--- config.mk ---
export PLATFORM = sky130hd
export DESIGN_NAME = iomem_led_display
export DESIGN_NICKNAME = d
export VERILOG_FILES = /design/src/rtl/iomem_led_display.sv
export SDC_FILE = /design/constraint.sdc
export NUM_CORES = 1
export LEC_CHECK = 0
export CAP_MARGIN = 20
export CORE_MARGIN = 2
export CORE_UTILIZATION = 46
export CTS_CLUSTER_SIZE = 25
export DETAILED_ROUTE_END_ITERATION = 10
export PLACE_DENSITY = 0.77
export SYNTH_ARGS = -nofsm -noshare
export SYNTH_HDL_FRONTEND = slang
export SYNTH_SLANG_ARGS = --single-unit
--- constraint.sdc ---
create_clock -name clk -period 2.3 [get_ports clk]
set_input_delay 0.23 -clock clk [delete_from_list [all_inputs] [get_ports clk]]
set_output_delay 0.23 -clock clk [all_outputs]
set_load 0.02 [all_outputs]
--- src/rtl/iomem_led_display.sv ---
// Memory-mapped LED bank and multiplexed 7-segment driver with PWM dimming.
// Digit d of a 4-digit group lives in byte lane 3-d, so the leftmost digit is the top byte.
module iomem_led_display #(
   parameter logic [7:0]  ADDR_PAGE  = 8'h03,
   parameter int unsigned NUM_DIGITS = 4,
   parameter int unsigned LED_WIDTH  = 32,
   parameter int unsigned PWM_BITS   = 8,
   parameter int unsigned SCAN_DIV   = 15
) (
   input  logic                  clk,
   input  logic                  resetn,
   input  logic                  iomem_valid,
   output logic                  iomem_ready,
   input  logic [3:0]            iomem_wstrb,
   input  logic [31:0]           iomem_addr,
   input  logic [31:0]           iomem_wdata,
   output logic [31:0]           iomem_rdata,
   output logic [LED_WIDTH-1:0]  leds,
   output logic [7:0]            seg_data,
   output logic [NUM_DIGITS-1:0] seg_sel,
   output logic                  frame_tick
);

   localparam logic [2:0] LastIdx = 3'(NUM_DIGITS - 1);

   logic                 sel, wr, scan_on;
   logic [7:0]           offs;
   logic [31:0]          wmask, rd_val;
   logic                 ready_q, ready_d, tick_q, tick_d;
   logic [31:0]          rdata_q, rdata_d;
   logic [LED_WIDTH-1:0] led_q, led_d;
   logic [PWM_BITS-1:0]  led_duty_q, led_duty_d, seg_duty_q, seg_duty_d, pwm_q, pwm_d;
   logic [1:0]           ctrl_q, ctrl_d;
   logic [7:0]           dig_q [8];
   logic [7:0]           dig_d [8];
   logic [SCAN_DIV-1:0]  presc_q, presc_d;
   logic [2:0]           idx_q, idx_d;
   logic                 unused_addr;

   assign unused_addr = ^iomem_addr[23:8];
   assign offs        = iomem_addr[7:0];
   assign sel         = iomem_valid && !ready_q && (iomem_addr[31:24] == ADDR_PAGE);
   assign wr          = sel && (iomem_wstrb != 4'b0000);

   always_comb begin
      for (int b = 0; b < 4; b++) wmask[8*b +: 8] = {8{iomem_wstrb[b]}};
   end

   always_comb begin
      rd_val = '0;
      case (offs)
         8'h00: rd_val = 32'(led_q);
         8'h04: rd_val = 32'(led_duty_q);
         8'h08: rd_val = 32'(seg_duty_q);
         8'h0C: rd_val = {30'd0, ctrl_q};
         8'h10: rd_val = {29'd0, idx_q};
         8'h20: begin
            for (int d = 0; d < 4; d++) rd_val[31-8*d -: 8] = dig_q[d];
         end
         8'h24: begin
            for (int d = 0; d < 4; d++) rd_val[31-8*d -: 8] = dig_q[d+4];
         end
         default: rd_val = '0;
      endcase
   end

   always_comb begin
      led_d      = led_q;
      led_duty_d = led_duty_q;
      seg_duty_d = seg_duty_q;
      ctrl_d     = ctrl_q;
      dig_d      = dig_q;
      if (wr) begin
         case (offs)
            8'h00: led_d = (led_q & ~wmask[LED_WIDTH-1:0])
                           | (iomem_wdata[LED_WIDTH-1:0] & wmask[LED_WIDTH-1:0]);
            8'h04: if (iomem_wstrb[0]) led_duty_d = iomem_wdata[PWM_BITS-1:0];
            8'h08: if (iomem_wstrb[0]) seg_duty_d = iomem_wdata[PWM_BITS-1:0];
            8'h0C: if (iomem_wstrb[0]) ctrl_d = iomem_wdata[1:0];
            8'h20: begin
               for (int d = 0; d < 4; d++) begin
                  if (iomem_wstrb[3-d] && (d < int'(NUM_DIGITS)))
                     dig_d[d] = iomem_wdata[31-8*d -: 8];
               end
            end
            8'h24: begin
               for (int d = 0; d < 4; d++) begin
                  if (iomem_wstrb[3-d] && ((d + 4) < int'(NUM_DIGITS)))
                     dig_d[d+4] = iomem_wdata[31-8*d -: 8];
               end
            end
            default: ;
         endcase
      end
   end

   // Free-running counters; the digit index steps when the prescaler wraps to zero.
   always_comb begin
      pwm_d   = pwm_q + PWM_BITS'(1);
      presc_d = presc_q + SCAN_DIV'(1);
      idx_d   = idx_q;
      tick_d  = 1'b0;
      if (&presc_q) begin
         tick_d = (idx_q == LastIdx);
         idx_d  = tick_d ? 3'd0 : idx_q + 3'd1;
      end
      ready_d = sel;
      rdata_d = sel ? rd_val : '0;
   end

   always_ff @(posedge clk or negedge resetn) begin
      if (!resetn) begin
         ready_q    <= 1'b0;
         rdata_q    <= '0;
         led_q      <= '0;
         led_duty_q <= '1;
         seg_duty_q <= '1;
         ctrl_q     <= 2'b01;
         for (int i = 0; i < 8; i++) dig_q[i] <= '0;
         pwm_q      <= '0;
         presc_q    <= '0;
         idx_q      <= '0;
         tick_q     <= 1'b0;
      end else begin
         ready_q    <= ready_d;
         rdata_q    <= rdata_d;
         led_q      <= led_d;
         led_duty_q <= led_duty_d;
         seg_duty_q <= seg_duty_d;
         ctrl_q     <= ctrl_d;
         dig_q      <= dig_d;
         pwm_q      <= pwm_d;
         presc_q    <= presc_d;
         idx_q      <= idx_d;
         tick_q     <= tick_d;
      end
   end

   // Prescaler value zero is the dead-time cycle after each digit change.
   always_comb begin
      scan_on = ctrl_q[0] && !ctrl_q[1];
      leds    = (scan_on && (pwm_q < led_duty_q)) ? led_q : '0;
      seg_sel = (scan_on && (pwm_q < seg_duty_q) && (presc_q != '0))
                ? ~(NUM_DIGITS'(1) << idx_q) : '1;
   end

   assign seg_data    = dig_q[idx_q];
   assign frame_tick  = tick_q;
   assign iomem_ready = ready_q;
   assign iomem_rdata = rdata_q;

endmodule

==> results.rst <==
.. list-table::
   :header-rows: 1

   * - Metric
     - Value
   * - Outcome
     - complete, but fails checks
   * - Violations in the final reports
     - negative setup slack
   * - Starting utilization of the core area
     - 0.468
   * - Delay of the slowest critical-path stage
     - 0.54 ns
   * - Area share of the largest cell type after synthesis
     - 0.461
   * - CP startpoint kind
     - flop
   * - Final instance area
     - 10000 um^2
   * - Post-route clock period utilization
     - 1.20
   * - Asr flop ratio synth
     - 1.00
   * - Total detailed-routing wirelength
     - 20300 um
   * - Unrepaired setup endpoints after global routing
     - yes
   * - H-tree level count
     - 4
   * - Required arrival time at the worst endpoint
     - 2.07 ns
   * - Yosys warning total
     - 0
   * - Cts bufs inserted
     - 17
   * - Pre-CTS worst setup slack
     - -0.525 ns
   * - Final Max Slew Viols
     - 0
   * - Synthesized netlist cell count
     - 565
   * - Initial DRC Count
     - 378
   * - Min-Delay Path Class
     - input pin to async pin
   * - Worst hold margin
     - 0.301 ns
   * - Width of the die
     - 125 um
   * - Count of different cell masters after synthesis
     - 39
   * - Via density per instance
     - 5.74
   * - Critical Path End Type
     - output pin
   * - Worst clock skew
     - 0.00958 ns
   * - Number of fill cells
     - 988
   * - Worst-Margin Slew
     - 0.564 ns
   * - Antenna violation net count after detailed routing
     - 0
   * - Post-layout net count
     - 863
   * - Category of cells accounting for the largest share of critical-path delay
     - buffers and inverters
   * - Top post-synthesis cells by area
     - dfrtp_1 46%, mux2_2 14%, dfstp_2 6.6%
   * - Power density normalized to cell area
     - 558 nW/um^2
   * - Highest ir drop seen on vdd
     - 0.466 mV
   * - Total overflow reported by the global router
     - 0
   * - Count of final hold-check violations
     - 0
   * - HPWL reported at the end of detailed placement
     - 13900 um
   * - Total Die Area
     - 15700 um^2
   * - Number of buffers inserted by port buffering
     - 132
   * - CTS Sinks
     - 142
   * - Post-Syn Area
     - 6780 um^2
   * - Maximum fanout encountered on the critical timing path
     - 8
   * - Synth area leader
     - dfrtp_1
   * - Via count
     - 5546
   * - Maximum number of pins on one net before global-route repair
     - 57
   * - Worst path most repeated cell
     - buf_12
   * - Clock tree from TritonCTS
     - yes
   * - Sequential cell area fraction in the yosys report
     - 0.527
   * - Most used DFF post-synth
     - dfrtp_1
   * - Last weighted congestion value of the routability-driven placer
     - 0.869
   * - All-Layer GR Usage
     - 0.251
   * - I/O pin total
     - 149
   * - Clock input transition at the sequential cells of the worst setup and hold paths
     - 0.06 ns
   * - Number of buffers and inverters on the critical path
     - 5
   * - Highest-delay cell along the critical path
     - dfstp_2
   * - Number of diodes
     - 0
   * - Maximum buffer depth of the clock tree
     - 2
   * - Endpoints failing setup
     - 36
   * - Post-placement cell area
     - 8970 um^2
   * - Final worst setup slack
     - -0.453 ns
   * - Max Cap Violations
     - 0
   * - Post-route DRC
     - 0
   * - Total power of the final layout
     - 0.00560 W
   * - Leakage Power
     - 4.71 nW
   * - CP cell instances
     - inv_2 > ha_4 > a21o_1 > a2111oi_4 > buf_4 > buf_12 > buf_12 > nand2_4 > a21oi_4 > buf_6
   * - Vias in the first global route
     - 5791
   * - Clock tree root driver cell
     - clkbuf_16
   * - Number of nets in the synthesized netlist
     - 657
   * - Final critical delay including setup and external delays
     - 2.75 ns
   * - Fraction of layout cells with a size suffix above 1
     - 0.441
   * - Die H
     - 125 um
   * - Mean post-synth cell area
     - 12.0 um^2
   * - Highest Clock Rate
     - 363 MHz
   * - Number of antenna violations at the first check in global routing
     - 0
   * - Number of enable flip-flop cells after synthesis
     - 0
   * - Number of synthesized register bits
     - 142
   * - Final routed wire length divided by cell count
     - 20.9 um
   * - Core Area
     - 14500 um^2
   * - Clock insertion delay at the later pin of the skew report
     - 0.43 ns
   * - Critical path arrival
     - 2.52 ns
   * - Wire length of the first global-routing pass
     - 30700 um
   * - Area overhead of the layout relative to synthesis
     - 48.0%
   * - Max-Slew Margin vs Limit
     - 0.624
   * - Number of detailed-routing iterations run before antenna repair
     - 5
   * - Worst setup path class
     - flop to output pin
   * - Floorplan row count
     - 44
-- cell families (layout without fill, tap and decap cells) --
kind of cell    count (synthesis)  count (layout)  synth area share
flops                         142             142             0.527
simple gates                  141             141             0.114
mux                            97              97             0.174
compound gates                 93              93            0.0902
buf+inv                        51             269            0.0301
fa+ha+maj                      21              21            0.0387
xor+xnor                       20              20            0.0258
-- per-stage QoR --
step	instances	utilization	setup TNS (ns)
after floorplan	565	-	-1.63
after global placement	916	0.619	-25.99
after detailed placement	916	0.619	-31.45
after CTS	957	0.671	-15.51
after global routing	967	0.693	-16.37
final	967	0.693	-14.26
-- routing by layer --
metal	routed length (um)	global-route usage	share of wire
met2	10400	0.422	0.51
met1	8150	0.316	0.40
met3	1170	0.0573	0.058
met5	0	0	0
met4	547	0.0987	0.027
-- cell type report --
| class | count | area, um^2 | area share |
|---|---|---|---|
| inverter | 20 | 75.1 | 0.00748 |
| sequential | 142 | 3580 | 0.356 |
| clock buffer | 20 | 447 | 0.0445 |
| clock inverter | 11 | 166 | 0.0166 |
| timing repair buffer | 218 | 2130 | 0.212 |
| multi-input combinational | 372 | 3420 | 0.340 |
| tap | 184 | 230 | 0.0229 |
-- layout by cell type, fill, tap and decap left out, types with 13 or more instances in the layout --
master,Yosys,final
nand2_4,0,16
buf_12,0,13
nand2_1,41,18
a22oi_1,32,32
ha_1,21,16
clkdlybuf4s50_1,0,87
xnor2_1,14,14
clkbuf_16,0,18
buf_4,0,88
nor2_1,29,28
buf_6,0,19
dfstp_2,17,17
inv_1,20,16
nor2b_1,13,13
dfrtp_1,125,123
a21oi_2,0,28
mux2_2,86,86
-- synth_stat cells (6+ instances only) --
master	instances
dfstp_2	17
buf_2	10
xnor2_1	14
and3_1	7
ha_1	21
mux4_2	8
clkbuf_1	20
nand3_2	6
inv_1	20
a22oi_1	32
nand2_1	41
mux2_2	86
a22o_1	8
nor2_1	29
xor2_1	6
nand3_1	11
dfrtp_1	125
and4_1	10
nor2b_1	13
a21oi_1	40
-- where the power goes --
part	leakage, nW	switching (W)	internal (W)
combinational	2.51	0.000111	0.000108
clock	0.304	0.00105	0.00183
sequential	1.89	0.000000307	0.00250
total	4.71	0.00116	0.00444
-- worst paths after layout --
kind / from / to / cells after the start / slack [ns]
setup / recovery: led_duty_q[5] / leds[15] / 10 / -0.45
hold / removal: resetn / iomem_rdata[24] / 2 / 0.30
setup reg to reg: iomem_ready / flop / 6 / 0.51
hold reg to reg: presc_q[9] / presc_q[9] / 1 / 0.50
max in group asynchronous: resetn / idx_q[1] / 3 / 1.28
min in group clk: iomem_wdata[11] / flop / 2 / 0.45
-- timing repair --
action                                  CTS  global route
pin swaps                                 7            13
hold endpoints to repair                 39             0
endpoints found under the setup margin   44            39
setup buffers                             8            10
gates resized for setup                 218            51
cloned                                    1             1
hold buffers                              1             0
(Power assumes the default switching activity.)
